<file path="config.mk">
export PLATFORM = sky130hd
export DESIGN_NAME = carga_serie_d_i
export DESIGN_NICKNAME = d
export VERILOG_FILES = /design/src/rtl/carga_pkg.sv /design/src/rtl/registro_serie_paralelo.sv /design/src/rtl/carga_serie_d_i.sv
export SDC_FILE = /design/constraint.sdc
export NUM_CORES = 1
export LEC_CHECK = 0
export ABC_AREA = 1
export CORE_MARGIN = 5
export CORE_UTILIZATION = 43
export DETAILED_ROUTE_END_ITERATION = 7
export HOLD_SLACK_MARGIN = 0.12
export PLACE_DENSITY = 0.77
export SLEW_MARGIN = 15
export SYNTH_ARGS = -nofsm -noshare
export SYNTH_HDL_FRONTEND = slang
export SYNTH_SLANG_ARGS = --single-unit
</file>
<file path="constraint.sdc">
create_clock -name clk -period 1.1 [get_ports clk]
set_input_delay 0.22 -clock clk [delete_from_list [all_inputs] [get_ports clk]]
set_output_delay 0.22 -clock clk [all_outputs]
set_load 0.1 [all_outputs]
</file>
<file path="src/rtl/carga_pkg.sv">
// Shared definitions for the serial-to-parallel front end of the comparison network:
// FSM encoding, default word width and the derived beat-counter width.
package carga_pkg;

    typedef enum logic [1:0] {
        ESPERA = 2'd0,
        CARGA  = 2'd1,
        LLENO  = 2'd2
    } estado_t;

    localparam int N_PAL = 3;

    // Counter must be able to hold the value N itself
    function automatic int anchoCuenta(input int n);
        return $clog2(n + 1);
    endfunction

endpackage

</file>
<file path="src/rtl/registro_serie_paralelo.sv">
// N-bit LSB-first shift register: bits enter at the MSB and walk towards bit 0,
// so after N accepted beats the first beat sits in bit 0.
module registro_serie_paralelo
    import carga_pkg::*;
#(
    parameter int N = N_PAL
) (
    input  logic         clk,
    input  logic         reset,
    input  logic         cargaPrimero,
    input  logic         desplazar,
    input  logic         bitEnt,
    output logic [N-1:0] palabra
);

    logic [N-1:0] palabra_r;

    // Load-first clears the old partial word; the new bit starts at the MSB like any shift
    always_ff @(posedge clk or posedge reset) begin
        if (reset) begin
            palabra_r <= {N{1'b0}};
        end else if (cargaPrimero) begin
            palabra_r <= {bitEnt, {(N-1){1'b0}}};
        end else if (desplazar) begin
            palabra_r <= {bitEnt, palabra_r[N-1:1]};
        end else begin
            palabra_r <= palabra_r;
        end
    end

    assign palabra = palabra_r;

endmodule

</file>
<file path="src/rtl/carga_serie_d_i.sv">
// Serial front end: assembles LSB-first bit pairs into palabraA/palabraB, holds them
// behind valid/ready, and republishes the network result Z as a registered pulse.
module carga_serie_d_i
    import carga_pkg::*;
#(
    parameter int N = N_PAL
) (
    input  logic         clk,
    input  logic         reset,
    input  logic         bit_valid,
    input  logic         bit_first,
    input  logic         bit_a,
    input  logic         bit_b,
    output logic         bit_ready,
    output logic [N-1:0] palabraA,
    output logic [N-1:0] palabraB,
    output logic         pal_valid,
    input  logic         pal_ready,
    input  logic         Z,
    output logic         resultado,
    output logic         res_valid,
    output logic         desinc
);

    localparam int CW = anchoCuenta(N);

    estado_t         estado_r;
    estado_t         estadoSig_s;
    logic [CW-1:0]   cuenta_r;
    logic [CW-1:0]   cuentaSig_s;
    logic            acepta_s;
    logic            cargaPrimero_s;
    logic            desplazar_s;
    logic            entrega_s;
    logic            desincSig_s;
    logic            resultado_r;
    logic            resValid_r;
    logic            desinc_r;

    assign bit_ready = (estado_r != LLENO);
    assign pal_valid = (estado_r == LLENO);
    assign acepta_s  = bit_valid & bit_ready;

    // Next-state, counter and shift-control decode
    always_comb begin
        estadoSig_s    = estado_r;
        cuentaSig_s    = cuenta_r;
        cargaPrimero_s = 1'b0;
        desplazar_s    = 1'b0;
        entrega_s      = 1'b0;
        desincSig_s    = 1'b0;
        case (estado_r)
            ESPERA: begin
                if (acepta_s && bit_first) begin
                    cargaPrimero_s = 1'b1;
                    cuentaSig_s    = CW'(1);
                    estadoSig_s    = CARGA;
                end else begin
                    estadoSig_s = ESPERA;
                end
            end
            CARGA: begin
                if (acepta_s && bit_first) begin
                    // A new bit 0 mid-word means the sender slipped; restart on this beat
                    cargaPrimero_s = 1'b1;
                    cuentaSig_s    = CW'(1);
                    desincSig_s    = 1'b1;
                end else if (acepta_s) begin
                    desplazar_s = 1'b1;
                    cuentaSig_s = cuenta_r + CW'(1);
                    if (cuenta_r == CW'(N - 1)) begin
                        estadoSig_s = LLENO;
                    end else begin
                        estadoSig_s = CARGA;
                    end
                end else begin
                    estadoSig_s = CARGA;
                end
            end
            LLENO: begin
                if (pal_ready) begin
                    entrega_s   = 1'b1;
                    cuentaSig_s = {CW{1'b0}};
                    estadoSig_s = ESPERA;
                end else begin
                    estadoSig_s = LLENO;
                end
            end
            default: begin
                cuentaSig_s = {CW{1'b0}};
                estadoSig_s = ESPERA;
            end
        endcase
    end

    // State, counter, sampled result and single-cycle pulses
    always_ff @(posedge clk or posedge reset) begin
        if (reset) begin
            estado_r    <= ESPERA;
            cuenta_r    <= {CW{1'b0}};
            resultado_r <= 1'b0;
            resValid_r  <= 1'b0;
            desinc_r    <= 1'b0;
        end else begin
            estado_r    <= estadoSig_s;
            cuenta_r    <= cuentaSig_s;
            resultado_r <= entrega_s ? Z : resultado_r;
            resValid_r  <= entrega_s;
            desinc_r    <= desincSig_s;
        end
    end

    assign resultado = resultado_r;
    assign res_valid = resValid_r;
    assign desinc    = desinc_r;

    registro_serie_paralelo #(.N(N)) regA (
        .clk          (clk),
        .reset        (reset),
        .cargaPrimero (cargaPrimero_s),
        .desplazar    (desplazar_s),
        .bitEnt       (bit_a),
        .palabra      (palabraA)
    );

    registro_serie_paralelo #(.N(N)) regB (
        .clk          (clk),
        .reset        (reset),
        .cargaPrimero (cargaPrimero_s),
        .desplazar    (desplazar_s),
        .bitEnt       (bit_b),
        .palabra      (palabraB)
    );

endmodule

</file>
-- After elaboration in Yosys (flattened, before gate mapping)
Index checks and enable logic that the tools add are counted.
- register bits: 13
- input port bits: 8
- add/sub/neg operators: 1
- equality and inequality tests: 8
- muxes and demuxes: 23
- bitwise operators: 1
- reduce and logical (&&, ||, !) cells: 5
- operators by type and width (operator ; count):
    2-bit two-way mux ; 8
    3-bit two-way mux ; 4
    2-bit one-hot mux with 3 select lines ; 2
    1-bit two-way mux ; 9
    2-bit != test, second input constant ; 3
    2-bit equality test, second input constant ; 2
    3-bit != test, second input constant ; 1
    3-bit AND reduction ; 1
    2-bit by 1-bit adder with 2-bit output, second input constant ; 1
    2-bit by 1-bit equality test with 1-bit output, second input constant ; 1
    2-bit logical NOT ; 1
    2-bit by 1-bit != test with 1-bit output, second input constant ; 1
    2-bit nonzero test ; 1
    2-bit OR reduction ; 1
    1-bit bitwise AND ; 1
    1-bit logical AND ; 1

-- Depth between registers and ports, before layout
Gate-level depths: netlist (run 1).
- word-level depth: 7
- mapped depth: 7
- depth with buffers taken out: 7

-- By module
From an unflattened synthesis (run 1), not the netlist that was laid out.
- cell total of the unflattened synthesis: 77
- area total of the unflattened synthesis: 618.1 um^2
- by module, submodules not included (module ; times used ; cells each ; area an instance (um^2) ; seq. area each (um^2)):
    carga_serie_d_i ; 1 ; 47 ; 365.4 ; 175.2
    registro_serie_paralelo ; 2 ; 15 ; 126.4 ; 75.1

-- Worst setup path after synthesis (run 1)
Ideal clock, no wire load.
- path kind: flip-flop to output port
- start: register estado_r[1]
- end: output bit_ready
- data arrival time: 1.593 ns
- data required time: 0.880 ns
- slack: -0.713 ns
- cell stages (with the launch flop): 4
- cells stage by stage: dfrtp_1 > inv_1 > nor2_4 > inv_1
- cells in the longest elaborated chain, start to end: 1
- RTL lines (what ; line ; text):
    from (decl) ; carga_serie_d_i.sv:27 ; estado_t estado_r;
    from (signal assigned) ; carga_serie_d_i.sv:105 ; estado_r <= estadoSig_s;
    2-bit != test ; carga_serie_d_i.sv:40 ; assign bit_ready = (estado_r != LLENO);
    to (decl) ; carga_serie_d_i.sv:14 ; output logic bit_ready,
Every way passes these cells.

-- Worst setup path in the final report (run 1)
- start: register estado_r[0]
- end: output bit_ready
The elaborated chain is that of the path after synthesis.

==> reports/summary.txt, run 1 <==
Final layout net count -> 122
Depth of the most critical reg-to-reg path -> 8
Yosys synthesis warning count -> 0
Post-Layout Inst Area -> 1180 µm²
Worst hold slack after final layout -> 235 ps
Fin crit period -> 1340 ps
Root buffer selected by CTS -> sky130_fd_sc_hd__clkbuf_4
Nets in the synthesized netlist -> 83
Capture point of the critical path -> bit_ready
Most frequent standard cell in the layout excluding fill and tap cells -> sky130_fd_sc_hd__nand2_1
CTS buffer count -> 3
Starting density of the core -> 0.462
Pin count of the biggest net entering global routing -> 14
Mean area per synthesized cell -> 8.23 µm²
Maximum fanout along the worst path -> 3
Number of sinks handled by clock tree synthesis -> 13
R2r startpoint -> estado_r[0]$_DFFE_PP0N_
Run status -> complete, but fails checks
Gr usage total -> 0.198
Unrepaired setup endpoints after global routing -> true
Min-delay worst type -> in -> async
Fmax -> 745 MHz
Area share of the largest cell type after synthesis -> 0.534
Transition time of the tightest slew-check pin -> 257 ps
Clock tree buffer depth -> 2
Final Setup Violations -> 20
Die outline width -> 47.6 µm
Max_slew headroom -> 0.828
Sequential-to-total area share from yosys stat -> 0.534
GRT Residual Overflow -> 0
Final RePlAce weighted congestion -> 0.880
Vias post-DR -> 673
Detailed Route WL -> 2210 µm
Cell total after placement -> 112
Maximum clock skew at final layout -> 3.92 ps
Total standard cell area after synthesis -> 609 µm²
DRC marker count from the first detailed-route iteration -> 22
Area delta synth->final -> 94.3%
Slew Viols, Final -> 0
Arrival time of the worst setup path -> 1120 ps
Number of different library cells in the post-synthesis netlist -> 16
Mapped Cells -> 74
Critical path launch point type -> flip-flop
Final count of hold timing violations -> 0
Capture instance of the worst register-to-register path -> cuenta_r[0]$_DFFE_PP0P_
Main area contributors after synthesis -> sky130_fd_sc_hd__dfrtp_1 53%, sky130_fd_sc_hd__nand2_1 17%, sky130_fd_sc_hd__inv_1 7.4%
Average wire per cell in the routed design -> 17.4 µm
Data required time of the worst path -> 880 ps
Commonest cells after routing, fill and taps aside -> 23 x sky130_fd_sc_hd__nand2_1, 12 x sky130_fd_sc_hd__buf_4, 11 x sky130_fd_sc_hd__buf_12
DR vias/cell -> 5.30
Violated checks -> negative setup slack
Static leakage -> 0.575 nW
Number of antenna-violating nets in the routed design -> 0
Setup slack, reg-to-reg -> -180 ps
Number of antenna violations at the first check in global routing -> 0
Post-route DRC violation count -> 0
DIE HEIGHT -> 47.6 µm
Worst setup path category -> reg -> out
Global-route wire length before repair -> 2970 µm
Number of input and output port buffers inserted -> 18
Detailed-router iteration count before antenna repair -> 4
Cell taking the most area after synthesis -> sky130_fd_sc_hd__dfrtp_1
Power density normalized to cell area -> 2930 nW/µm²
Row cnt -> 13
Hold buffers post-CTS -> 0
Layout cell share with drive strength beyond 1 -> 0.554
Die ar. -> 2270 µm²
CTS H-tree lvls -> 1
Setup crit start -> estado_r[0]$_DFFE_PP0N_
Final core utilization -> 0.898
Clock network latency to the later pin of the worst-skew pair -> 290 ps
Clock tree from TritonCTS -> yes
Crit path setup slack, layout -> -243 ps
Register bit total from synthesis -> 13
Type of destination of the critical path -> primary output
Number of placed I/O pins -> 19
HPWL after detailed placement -> 1070 µm
Max rail drop VDD -> 2.32 mV
Number of global-route vias before repair -> 639
Post-place instance area -> 967 µm²
Clock slew seen by the registers of the worst setup and hold paths -> 90 ps
MaxCap Viol Count -> 0
Crit share post-route -> 1.22
Count of non-filler cells in the finished layout -> 127
Area of the core region -> 1320 µm²
N_diodes -> 0
logic make-up (layout without fill, tap and decap cells):
family	count (synthesis)	count (layout)	synth area share
adder cells (fa/ha/maj)	1	1	0.0205
AO/OA/AOI/OAI	8	8	0.0719
AND/OR/NAND/NOR	38	38	0.281
buffers and inverters	14	52	0.0924
flip-flops	13	13	0.534
where the power goes:
| group | internal [W] | switching [W] | leakage [nW] |
|---|---|---|---|
| registers | 0.000664 | 0.000172 | 0.152 |
| clock network | 0.000141 | 0.000173 | 0.0150 |
| logic | 0.000889 | 0.00143 | 0.408 |
per-stage QoR:
| step | setup TNS [ps] | setup WS, ps | total power [W] |
|---|---|---|---|
| after floorplan | -1210 | -683 | 0.00198 |
| after global placement | -2430 | -246 | 0.00264 |
| after detailed placement | -2840 | -295 | 0.00268 |
| after CTS | -597 | -233 | 0.00320 |
| after global routing | -2420 | -283 | 0.00362 |
| final | -1740 | -243 | 0.00347 |
critical path, cell delays in order (launching register included):
cell and delay (ps):
sky130_fd_sc_hd__dfrtp_2 440, sky130_fd_sc_hd__nor2_4 170, sky130_fd_sc_hd__inv_2 60, sky130_fd_sc_hd__buf_12 160
worst min path at each step:
stage | startpoint | to | slack, ps
after floorplan | reset | cuenta_r[0]$_DFFE_PP0P_ | 100
after global placement | cuenta_r[1]$_DFFE_PP0P_ | cuenta_r[1]$_DFFE_PP0P_ | 470
after detailed placement | cuenta_r[1]$_DFFE_PP0P_ | cuenta_r[1]$_DFFE_PP0P_ | 490
after CTS | reset | cuenta_r[1]$_DFFE_PP0P_ | 240
after global routing | reset | estado_r[0]$_DFFE_PP0N_ | 260
final | reset | regA.palabra[2]$_DFFE_PP0P_ | 240
sequential cells by signal (all words and copies together) (netlist names):
signal        cells
regA.palabra      3
regB.palabra      3
cuenta_r          2
estado_r          2
desinc            1
res_valid         1
resultado         1
cells in the mapped netlist:
cell,number
sky130_fd_sc_hd__nand2_1,27
sky130_fd_sc_hd__dfrtp_1,13
sky130_fd_sc_hd__inv_1,12
sky130_fd_sc_hd__o21ai_1,5
sky130_fd_sc_hd__nand3_1,3
sky130_fd_sc_hd__nor2_1,3
sky130_fd_sc_hd__nand3_2,2
sky130_fd_sc_hd__a21oi_1,1
sky130_fd_sc_hd__a31oi_1,1
sky130_fd_sc_hd__buf_4,1
sky130_fd_sc_hd__ha_1,1
sky130_fd_sc_hd__inv_2,1
sky130_fd_sc_hd__nand4_1,1
sky130_fd_sc_hd__nor2_2,1
sky130_fd_sc_hd__nor2_4,1
sky130_fd_sc_hd__o211ai_1,1
what timing repair did:
item	CTS	global route
setup endpoints to repair	11	21
gates cloned	0	1
resized for setup	14	19
endpoints found under the hold margin	0	0
pin swaps	2	8
setup buffers	7	4
area by class of cell:
class | instances | area (µm²)
fillers | 49 | 134
repair buffers | 35 | 437
inverters | 13 | 53.8
well taps | 15 | 18.8
clock buffers | 4 | 26.3
flip-flops and latches | 13 | 338
multi-input cells | 47 | 310
layer usage:
layer | GRT usage | up-vias | share of wire
met3 | 0.0489 | 13 | 0.056
li1 | - | 306 | -
met2 | 0.310 | 23 | 0.48
met4 | 0.113 | 0 | 0.060
met1 | 0.247 | 331 | 0.40
met5 | 0 | - | 0
Note: power is estimated with default switching activity, not from simulation.
==> run 2: changes to the inputs <==
- TNS_END_PERCENT: unset -> 50
==> reports/summary.txt, run 2 (synthesis gave the netlist of run 1 again) <==
Run status -> complete, but fails checks
Violated checks -> negative setup slack
Clock tree buffer depth -> 2
Starting density of the core -> 0.462
CTS buffer count -> 3
Layout cell share with drive strength beyond 1 -> 0.453
Average wire per cell in the routed design -> 14.9 µm
Number of input and output port buffers inserted -> 18
Area delta synth->final -> 81.5%
Final layout net count -> 116
GRT Residual Overflow -> 0
Die ar. -> 2270 µm²
Crit share post-route -> 1.20
R2r startpoint -> estado_r[0]$_DFFE_PP0N_
Power density normalized to cell area -> 2960 nW/µm²
Pin count of the biggest net entering global routing -> 14
Slew Viols, Final -> 0
CTS H-tree lvls -> 1
Critical path launch point type -> flip-flop
Type of destination of the critical path -> primary output
Data required time of the worst path -> 880 ps
DRC marker count from the first detailed-route iteration -> 25
Crit path setup slack, layout -> -219 ps
Fin crit period -> 1320 ps
Static leakage -> 0.549 nW
Maximum clock skew at final layout -> 9.49 ps
Transition time of the tightest slew-check pin -> 309 ps
N_diodes -> 0
Hold buffers post-CTS -> 0
Post-route DRC violation count -> 0
Max_slew headroom -> 0.793
Number of sinks handled by clock tree synthesis -> 13
DR vias/cell -> 5.15
Root buffer selected by CTS -> sky130_fd_sc_hd__clkbuf_4
Total of fill cells in the finished design -> 65
Clock slew seen by the registers of the worst setup and hold paths -> 80 ps
HPWL after detailed placement -> 1130 µm
Worst setup path category -> reg -> out
Commonest cells after routing, fill and taps aside -> 24 x sky130_fd_sc_hd__nand2_1, 11 x sky130_fd_sc_hd__buf_12, 9 x sky130_fd_sc_hd__inv_1
Die outline width -> 47.6 µm
Most frequent standard cell in the layout excluding fill and tap cells -> sky130_fd_sc_hd__nand2_1
Global-route wire length before repair -> 2810 µm
Max rail drop VDD -> 2.14 mV
Final core utilization -> 0.840
Number of antenna-violating nets in the routed design -> 0
Clock tree from TritonCTS -> yes
Number of placed I/O pins -> 19
Number of antenna violations at the first check in global routing -> 0
Row cnt -> 13
Min-delay worst type -> in -> async
Minimum setup slack after placement -> -291 ps
Area of the core region -> 1320 µm²
DIE HEIGHT -> 47.6 µm
Fmax -> 758 MHz
Final RePlAce weighted congestion -> 0.874
Vias post-DR -> 623
MaxCap Viol Count -> 0
Clock network latency to the later pin of the worst-skew pair -> 270 ps
Gr usage total -> 0.177
Maximum fanout along the worst path -> 3
Number of global-route vias before repair -> 657
Arrival time of the worst setup path -> 1100 ps
Setup crit start -> estado_r[0]$_DFFE_PP0N_
Detailed Route WL -> 1800 µm
Final Setup Violations -> 13
Unrepaired setup endpoints after global routing -> true
Detailed-router iteration count before antenna repair -> 4
Final count of hold timing violations -> 0
-- run 2: power breakdown --
group	switching, W	total (W)	internal [W]
Sequential	0.000172	0.000831	0.000660
Combinational	0.00135	0.00216	0.000808
Clock	0.000148	0.000288	0.000140
Total	0.00167	0.00328	0.00161
-- run 2: layer usage --
metal	vias to the layer above	wire length (µm)	track usage
met1	295	750	0.224
met2	29	916	0.289
met3	6	90	0.0263
li1	293	-	-
met5	-	0	0
met4	0	42	0.0968
-- run 2: critical path, stage by stage (launching register included) --
cell,delay (ps)
sky130_fd_sc_hd__dfrtp_2,440
sky130_fd_sc_hd__nor2_4,160
sky130_fd_sc_hd__inv_2,60
sky130_fd_sc_hd__buf_12,160
-- run 2: final cells by class --
| type | count | area, µm² | share of cell area |
|---|---|---|---|
| flip-flops and latches | 13 | 334 | 0.302 |
| clock buffers | 4 | 26.3 | 0.0238 |
| repair buffers | 29 | 388 | 0.351 |
| inverters | 13 | 51.3 | 0.0464 |
| multi-input cells | 47 | 288 | 0.260 |
| well taps | 15 | 18.8 | 0.0170 |
-- run 2: final timing paths --
kind	end	slack (ps)	cells past startpoint
worst min register to register	cuenta_r[1]$_DFFE_PP0P_	510	2
max in group asynchronous	regB.palabra[2]$_DFFE_PP0P_	660	3
min in group clk	cuenta_r[1]$_DFFE_PP0P_	510	2
worst min-delay path	cuenta_r[1]$_DFFE_PP0P_	250	3
worst max register to register	regA.palabra[1]$_DFFE_PP0P_	-170	6
worst max-delay path	bit_ready	-220	3
-- run 2: stage by stage --
| stage | area (µm²) | TNS (ps) | hold slack [ps] | total power [W] | cells |
|---|---|---|---|---|---|
| 3_5_place_dp | 963 | -2730 | 491 | 0.00268 | 112 |
| 2_1_floorplan | 617 | -1230 | 96.6 | 0.00197 | 74 |
| 5_1_grt | 1110 | -2440 | 265 | 0.00344 | 121 |
| 4_1_cts | 1040 | -791 | 254 | 0.00307 | 120 |
| 3_3_place_gp | 963 | -2430 | 468 | 0.00264 | 112 |
| 6_report | 1110 | -1730 | 248 | 0.00328 | 121 |
-- run 2: what timing repair did --
action / CTS / global route
endpoints found under the setup margin: 8 / 19
pin swaps: 1 / 4
cloned: 1 / 0
setup buffers: 3 / 1
gates resized for setup: 5 / 18
